--- config.mk ---
export PLATFORM = sky130hd
export DESIGN_NAME = tarhi_io_slave_flat
export DESIGN_NICKNAME = d
export VERILOG_FILES = /design/src/rtl/tarhi_io_slave_if.sv /design/src/rtl/tarhi_io_slave.sv /design/src/flat_wrapper.sv
export SDC_FILE = /design/constraint.sdc
export NUM_CORES = 1
export LEC_CHECK = 0
export ABC_AREA = 1
export CORE_MARGIN = 2
export CORE_UTILIZATION = 55
export CTS_BUF_LIST = sky130_fd_sc_hd__clkbuf_16
export CTS_CLUSTER_SIZE = 10
export DETAILED_ROUTE_END_ITERATION = 10
export GPL_TIMING_DRIVEN = 0
export PLACE_DENSITY = 0.93
export SYNTH_ARGS = -nofsm -noshare
export SYNTH_HDL_FRONTEND = slang
export SYNTH_SLANG_ARGS = --single-unit
export TNS_END_PERCENT = 20
--- constraint.sdc ---
create_clock -name clk -period 2.09 [get_ports clk]
set_input_delay 0.209 -clock clk [delete_from_list [all_inputs] [get_ports clk]]
set_output_delay 0.209 -clock clk [all_outputs]
set_load 0.05 [all_outputs]
--- src/rtl/tarhi_io_slave_if.sv ---
// tarhi CPU memory bus, target side of one access per cycle.
// Carries request strobes, addresses, data and the read-hit flag.
interface tarhi_io_slave_if;
  logic        mem_enable;
  logic        mem_write;
  logic [23:0] mem_addr;
  logic [31:0] mem_din;
  logic [31:0] mem_dout;
  logic        rd_hit;

  modport master (
    output mem_enable,
    output mem_write,
    output mem_addr,
    output mem_din,
    input  mem_dout,
    input  rd_hit
  );

  modport slave (
    input  mem_enable,
    input  mem_write,
    input  mem_addr,
    input  mem_din,
    output mem_dout,
    output rd_hit
  );
endinterface

--- src/rtl/tarhi_io_slave.sv ---
// tarhi memory-mapped I/O responder: LED register, 32-bit timer
// with compare, sticky match flag and interrupt.
module tarhi_io_slave #(
  parameter logic [23:0] BASE_ADDR = 24'hFFFF00,
  parameter int          LED_WIDTH = 10
) (
  input  logic                 clk,
  input  logic                 reset,
  tarhi_io_slave_if.slave      bus,
  output logic [LED_WIDTH-1:0] ledg,
  output logic                 irq
);

  logic [LED_WIDTH-1:0] led;
  logic [2:0]           ctrl;
  logic [31:0]          count;
  logic [31:0]          compare;
  logic                 status;

  logic                 hit;
  logic                 wr;
  logic                 rd;
  logic [3:0]           off;
  logic                 match;
  logic                 st_clr;
  logic                 status_n;
  logic [2:0]           ctrl_n;
  logic [31:0]          count_n;
  logic [31:0]          rdata;

  assign hit = bus.mem_enable &&
               (bus.mem_addr[23:4] == BASE_ADDR[23:4]);
  assign off = bus.mem_addr[3:0];
  assign wr  = hit & bus.mem_write;
  assign rd  = hit & ~bus.mem_write;

  assign match = ctrl[0] && (count == compare);

  // A flag raised in the same cycle as a clear survives.
  assign st_clr = (rd && off == 4'd4) ||
                  (wr && off == 4'd4 && bus.mem_din[0]);
  assign status_n = match | (status & ~st_clr);

  assign ctrl_n = (wr && off == 4'd1) ?
                  bus.mem_din[2:0] : ctrl;

  always_comb begin
    count_n = count;
    if (wr && off == 4'd2)
      count_n = bus.mem_din;
    else if (match && ctrl[1])
      count_n = '0;
    else if (ctrl[0])
      count_n = count + 32'd1;
  end

  always_comb begin
    rdata = '0;
    case (off)
      4'd0:    rdata = 32'(led);
      4'd1:    rdata = {29'd0, ctrl};
      4'd2:    rdata = count;
      4'd3:    rdata = compare;
      4'd4:    rdata = {31'd0, status};
      default: rdata = '0;
    endcase
  end

  always_ff @(posedge clk) begin
    if (reset) begin
      led          <= '0;
      ctrl         <= '0;
      count        <= '0;
      compare      <= '1;
      status       <= 1'b0;
      bus.mem_dout <= '0;
      bus.rd_hit   <= 1'b0;
      irq          <= 1'b0;
    end else begin
      if (wr && off == 4'd0)
        led <= bus.mem_din[LED_WIDTH-1:0];
      if (wr && off == 4'd3)
        compare <= bus.mem_din;
      ctrl       <= ctrl_n;
      count      <= count_n;
      status     <= status_n;
      irq        <= status_n & ctrl_n[2];
      bus.rd_hit <= rd;
      if (rd)
        bus.mem_dout <= rdata;
    end
  end

  assign ledg = led;

endmodule

--- src/flat_wrapper.sv ---
// flat-port wrapper written by rule: the top's interface ports become plain ports
module tarhi_io_slave_flat 
#(
  parameter logic [23:0] BASE_ADDR = 24'hFFFF00,
  parameter int          LED_WIDTH = 10
)
  (clk, reset, ledg, irq, bus_mem_enable, bus_mem_write, bus_mem_addr, bus_mem_din, bus_mem_dout, bus_rd_hit);
  tarhi_io_slave_if bus_i ();
  input  logic clk;
  input  logic reset;
  output logic [LED_WIDTH-1:0] ledg;
  output logic irq;
  input wire logic [$bits(bus_i.mem_enable)-1:0] bus_mem_enable;
  input wire logic [$bits(bus_i.mem_write)-1:0] bus_mem_write;
  input wire logic [$bits(bus_i.mem_addr)-1:0] bus_mem_addr;
  input wire logic [$bits(bus_i.mem_din)-1:0] bus_mem_din;
  output wire logic [$bits(bus_i.mem_dout)-1:0] bus_mem_dout;
  output wire logic [$bits(bus_i.rd_hit)-1:0] bus_rd_hit;
  assign bus_i.mem_enable = bus_mem_enable;
  assign bus_i.mem_write = bus_mem_write;
  assign bus_i.mem_addr = bus_mem_addr;
  assign bus_i.mem_din = bus_mem_din;
  assign bus_mem_dout = bus_i.mem_dout;
  assign bus_rd_hit = bus_i.rd_hit;
  tarhi_io_slave #(.BASE_ADDR(BASE_ADDR), .LED_WIDTH(LED_WIDTH)) u_core (.clk(clk), .reset(reset), .bus(bus_i), .ledg(ledg), .irq(irq));
endmodule
==> results of run 1 <==
==> cells by family after synthesis <==
kind of cell | Yosys count | synth area share [%]
simple gates | 703 | 45.0
compound gates | 100 | 8.64
xor+xnor | 26 | 3.39
buf+inv | 154 | 9.33
flops | 112 | 33.4
fa+ha+maj | 1 | 0.187
==> layer usage <==
metal  global-route usage (%)  part of all wire, %  up-vias
li1                         -                    -     3784
met5                        0                    0        -
met1                     47.1                   40     3655
met3                     10.0                   11       70
met2                     62.1                   46      457
met4                     18.9                  3.6        0
==> registers in the layout, indices dropped and copies added, names as in the netlist <==
name                 cells
u_core.ctrl              3
u_core.count            32
u_core.bus.rd_hit        1
u_core.ledg             10
u_core.irq               1
u_core.bus.mem_dout     32
u_core.status            1
u_core.compare          32
==> power groups by stage <==
stage / clock network [mW] / registers (mW) / logic (mW)
after floorplan: 0 / 2.18 / 0.0663
after global placement: 0 / 2.18 / 0.234
after detailed placement: 0 / 2.18 / 0.236
after CTS: 1.60 / 2.13 / 0.239
after global routing: 1.70 / 2.13 / 0.262
final: 1.63 / 2.13 / 0.249
==> worst max-delay path: stages <==
cell and delay, ps:
sky130_fd_sc_hd__clkdlybuf4s50_1 420, sky130_fd_sc_hd__nor2_2 240, sky130_fd_sc_hd__nand3_2 260, sky130_fd_sc_hd__inv_2 210, sky130_fd_sc_hd__nand4_4 270, sky130_fd_sc_hd__nand3_4 240
sky130_fd_sc_hd__buf_6 170, sky130_fd_sc_hd__nand2_1 60, sky130_fd_sc_hd__nor2_1 110, sky130_fd_sc_hd__nor2_1 60
==> Yosys cell counts <==
| cell type | number | area (um^2) |
|---|---|---|
| sky130_fd_sc_hd__a21oi_2 | 1 | 8.76 |
| sky130_fd_sc_hd__nand3_4 | 2 | 35.0 |
| sky130_fd_sc_hd__buf_6 | 4 | 45.0 |
| sky130_fd_sc_hd__nand2_4 | 1 | 11.3 |
| sky130_fd_sc_hd__dfxtp_1 | 112 | 2240 |
| sky130_fd_sc_hd__xnor2_1 | 4 | 35.0 |
| sky130_fd_sc_hd__and2_1 | 1 | 6.26 |
| sky130_fd_sc_hd__clkbuf_2 | 1 | 5.00 |
| sky130_fd_sc_hd__o2111ai_1 | 1 | 8.76 |
| sky130_fd_sc_hd__a21oi_1 | 38 | 190 |
| sky130_fd_sc_hd__nor2_1 | 154 | 578 |
| sky130_fd_sc_hd__inv_1 | 91 | 342 |
| sky130_fd_sc_hd__o211ai_1 | 1 | 7.51 |
| sky130_fd_sc_hd__xor2_1 | 22 | 193 |
| sky130_fd_sc_hd__nor3b_1 | 2 | 15.0 |
| sky130_fd_sc_hd__nor3_1 | 16 | 80.1 |
| sky130_fd_sc_hd__nor2_2 | 4 | 25.0 |
| sky130_fd_sc_hd__nand4_2 | 1 | 12.5 |
| sky130_fd_sc_hd__nand2_1 | 365 | 1370 |
| sky130_fd_sc_hd__a211oi_1 | 5 | 37.5 |
| sky130_fd_sc_hd__clkbuf_1 | 28 | 105 |
| sky130_fd_sc_hd__and3_1 | 2 | 12.5 |
| sky130_fd_sc_hd__inv_2 | 10 | 37.5 |
| sky130_fd_sc_hd__nor2_4 | 1 | 11.3 |
| sky130_fd_sc_hd__nand4_1 | 52 | 325 |
| sky130_fd_sc_hd__buf_2 | 13 | 65.1 |
| sky130_fd_sc_hd__buf_1 | 7 | 26.3 |
| sky130_fd_sc_hd__nand3_1 | 96 | 480 |
| sky130_fd_sc_hd__o21ai_0 | 24 | 120 |
| sky130_fd_sc_hd__nor3_2 | 5 | 50.1 |
| sky130_fd_sc_hd__nand3b_1 | 1 | 7.51 |
| sky130_fd_sc_hd__o22ai_1 | 22 | 138 |
| sky130_fd_sc_hd__o31ai_1 | 1 | 7.51 |
| sky130_fd_sc_hd__ha_1 | 1 | 12.5 |
| sky130_fd_sc_hd__o221ai_1 | 7 | 61.3 |
==> worst paths after layout <==
check                                       startpoint                                   end  slack [ps]  cells after the start
setup / recovery                       bus_mem_addr[3]         u_core.count[22]$_SDFFE_PP0P_          80                     10
hold / removal    u_core.bus.mem_dout[16]$_SDFFE_PP0N_  u_core.bus.mem_dout[16]$_SDFFE_PP0N_         460                      2
setup reg to reg          u_core.count[7]$_SDFFE_PP0P_          u_core.count[0]$_SDFFE_PP0P_          90                     12
hold reg to reg   u_core.bus.mem_dout[16]$_SDFFE_PP0N_  u_core.bus.mem_dout[16]$_SDFFE_PP0N_         460                      2
==> per-stage QoR <==
stage | util, % | TNS [ps] | hold slack (ps)
after floorplan | - | 0 | 344
after global placement | 66.2 | -26770 | 451
after detailed placement | 66.2 | -32290 | 455
after CTS | 68.7 | 0 | 465
after global routing | 70.5 | -960 | 480
final | 70.5 | 0 | 464
==> timing repair <==
| item | in CTS | in global routing |
|---|---|---|
| cloned | 0 | 0 |
| pin swaps | 0 | 3 |
| endpoints found under the setup margin | 61 | 95 |
| setup buffers | 0 | 5 |
| resized for setup | 11 | 75 |
==> area by class of cell <==
cell class                      instances  area share [%]
Sequential cell                       112            27.0
Multi-Input combinational cell        830            47.0
Clock inverter                          5           0.431
Timing Repair Buffer                  108            12.8
Clock buffer                            9            2.67
Tap cell                              147            2.18
Buffer                                 52            3.41
Inverter                              101            4.50
==> out/summary.md, run 1 <==
Summed over all nets, the half-perimeter wirelength after detailed placement is 18.8 mm. Of the total power, combinational logic draws 6.2%. The logs give 11.3 ps for the worst clock skew on the final layout and 5 for the number of detailed-route iterations in the first pass. Number of storage elements in the synthesis netlist: 112.

The clock-pin slew on the worst setup and hold paths was 80 ps. The number of nets with antenna violations after routing was 0; the number of buffers on the longest clock path was 2. The clock network is responsible for 40.7% of the overall power.

For this run, design rule violations remaining after detail routing come to 0. Vertical die dimension: 114 um. The run gives 0 as the total of hold buffers inserted after clock tree synthesis. Leaving out fill and tap cells, the most frequent cell in the layout is sky130_fd_sc_hd__nand2_1.

Setup repair after global routing could not meet its margin everywhere. The total number of H-tree levels is 3. The part of the power in registers is 53.1%. The final route contains 7,966 vias. Across all setup checks in the final design, the least slack found is 83.5 ps. The transition time at the pin with the least slew margin is 841 ps, and the final setup violation count is 0. When the netlist entered floorplanning its net count stood at 1,157.

After detailed routing, the number of vias per cell comes to 5.84. A synthesized cell averages 6.12 um^2. At the worst endpoint, the arrival time is 2270 ps.

The first global-routing pass estimated 38.7 mm of wire. The post-detailed-routing wire length was 25.0 mm. The top cell types in the final layout, fill and taps aside, are 357 x sky130_fd_sc_hd__nand2_1, 150 x sky130_fd_sc_hd__nor2_1, 103 x sky130_fd_sc_hd__clkdlybuf4s50_1. The internal power consumption is 3.04 mW. The routed wirelength normalized by instance count is 18.3 um, and the worst-path maximum fanout is 10. The switching portion of total power is 24.0%, and the count of placed standard cells including taps is 1,346. Entering global routing, the biggest net connects 18 pins. The die is 114 um wide. The startpoint kind of the worst setup timing path is a primary input. After the flow finishes, the layout carries non-filler instances totaling 1,364. The cell count after synthesis came out at 1,096. The run finished with clean final reports. In this run the cell area of the synthesized design comes to 6710 um^2. The logs give 0 for the count of endpoints failing hold in the final timing report and 936 for the number of design-rule violations left by the first detailed-router iteration. The power density over the cells works out to 475 nW/um^2.

Static leakage power: 3.72 nW. Counting I/O delays and the setup requirement, the final critical path takes 2010 ps. The total CTS buffers is 9. Port buffering added 103 buffers. The filler cells instantiated in the layout total 1,057. The share of the Yosys chip area taken by registers is 33.4%.

The repair_antennas step left the layout with diodes totalling 0. The clock drives 112 sinks. The initial core utilization came out at 56.1%.

For the placer's final routability congestion estimate, the log shows 1.08. The floorplan has 40 rows. The worst-case IR drop observed on VDD is 0.364 mV. The finished cells cover 8430 um^2. Derived from the worst setup path, the maximum achievable clock frequency is 0.498 GHz. The number of antenna violations at the first check in global routing was 0; the share of layout cells above drive strength 1 was 9.37%. The I/O pin count is 104.

For the number of distinct library cells after synthesis, the log shows 35. The logs give 7,585 for the via count of the first global-routing pass and 2270 um^2 for the area taken by flip-flops and latches. The number of maximum-capacitance constraint violations is 0. The later-pin clock latency in the skew report is 370 ps, and the final clock period utilization by the worst path is 96.0%.

Compared with the post-synthesis result, the final layout area differs by 25.6%. The synthesis warning total is 0, and the post-place instance area is 7920 um^2. The data required time of the worst path is 2350 ps, and the final max-slew violation count is 0. The analysis attributes to net switching a power of 0.962 mW.

Headroom to the max-slew limit came out at 43.9%. The run gives 3960 um^2 as the area used by multi-input combinational logic. The type of the worst min-delay path is register to register. The global routing usage summed across all routing layers is 38.3%.

Total global routing overflow: 0. The critical path is of the primary input to register type. The die area was 13,100 um^2.

After the last flow step, the layout net total stands at 1,275. STA classifies the critical path endpoint as a register. The run gives -479 ps as the post-placement worst setup slack.

In this run the standard cell core region covers 12,000 um^2. The root buffer cell chosen for the clock tree is sky130_fd_sc_hd__clkbuf_16. The tools report the sum of internal, switching and leakage power as 4.00 mW. TritonCTS built the clock tree.
Power figures use the tool's default switching activity.
==> inputs of run 2 (changes only) <==
HOLD_SLACK_MARGIN = 0.03   (was unset)
==> results of run 2 <==
The final DEF is identical to that of run 1; final timing and power are the same.
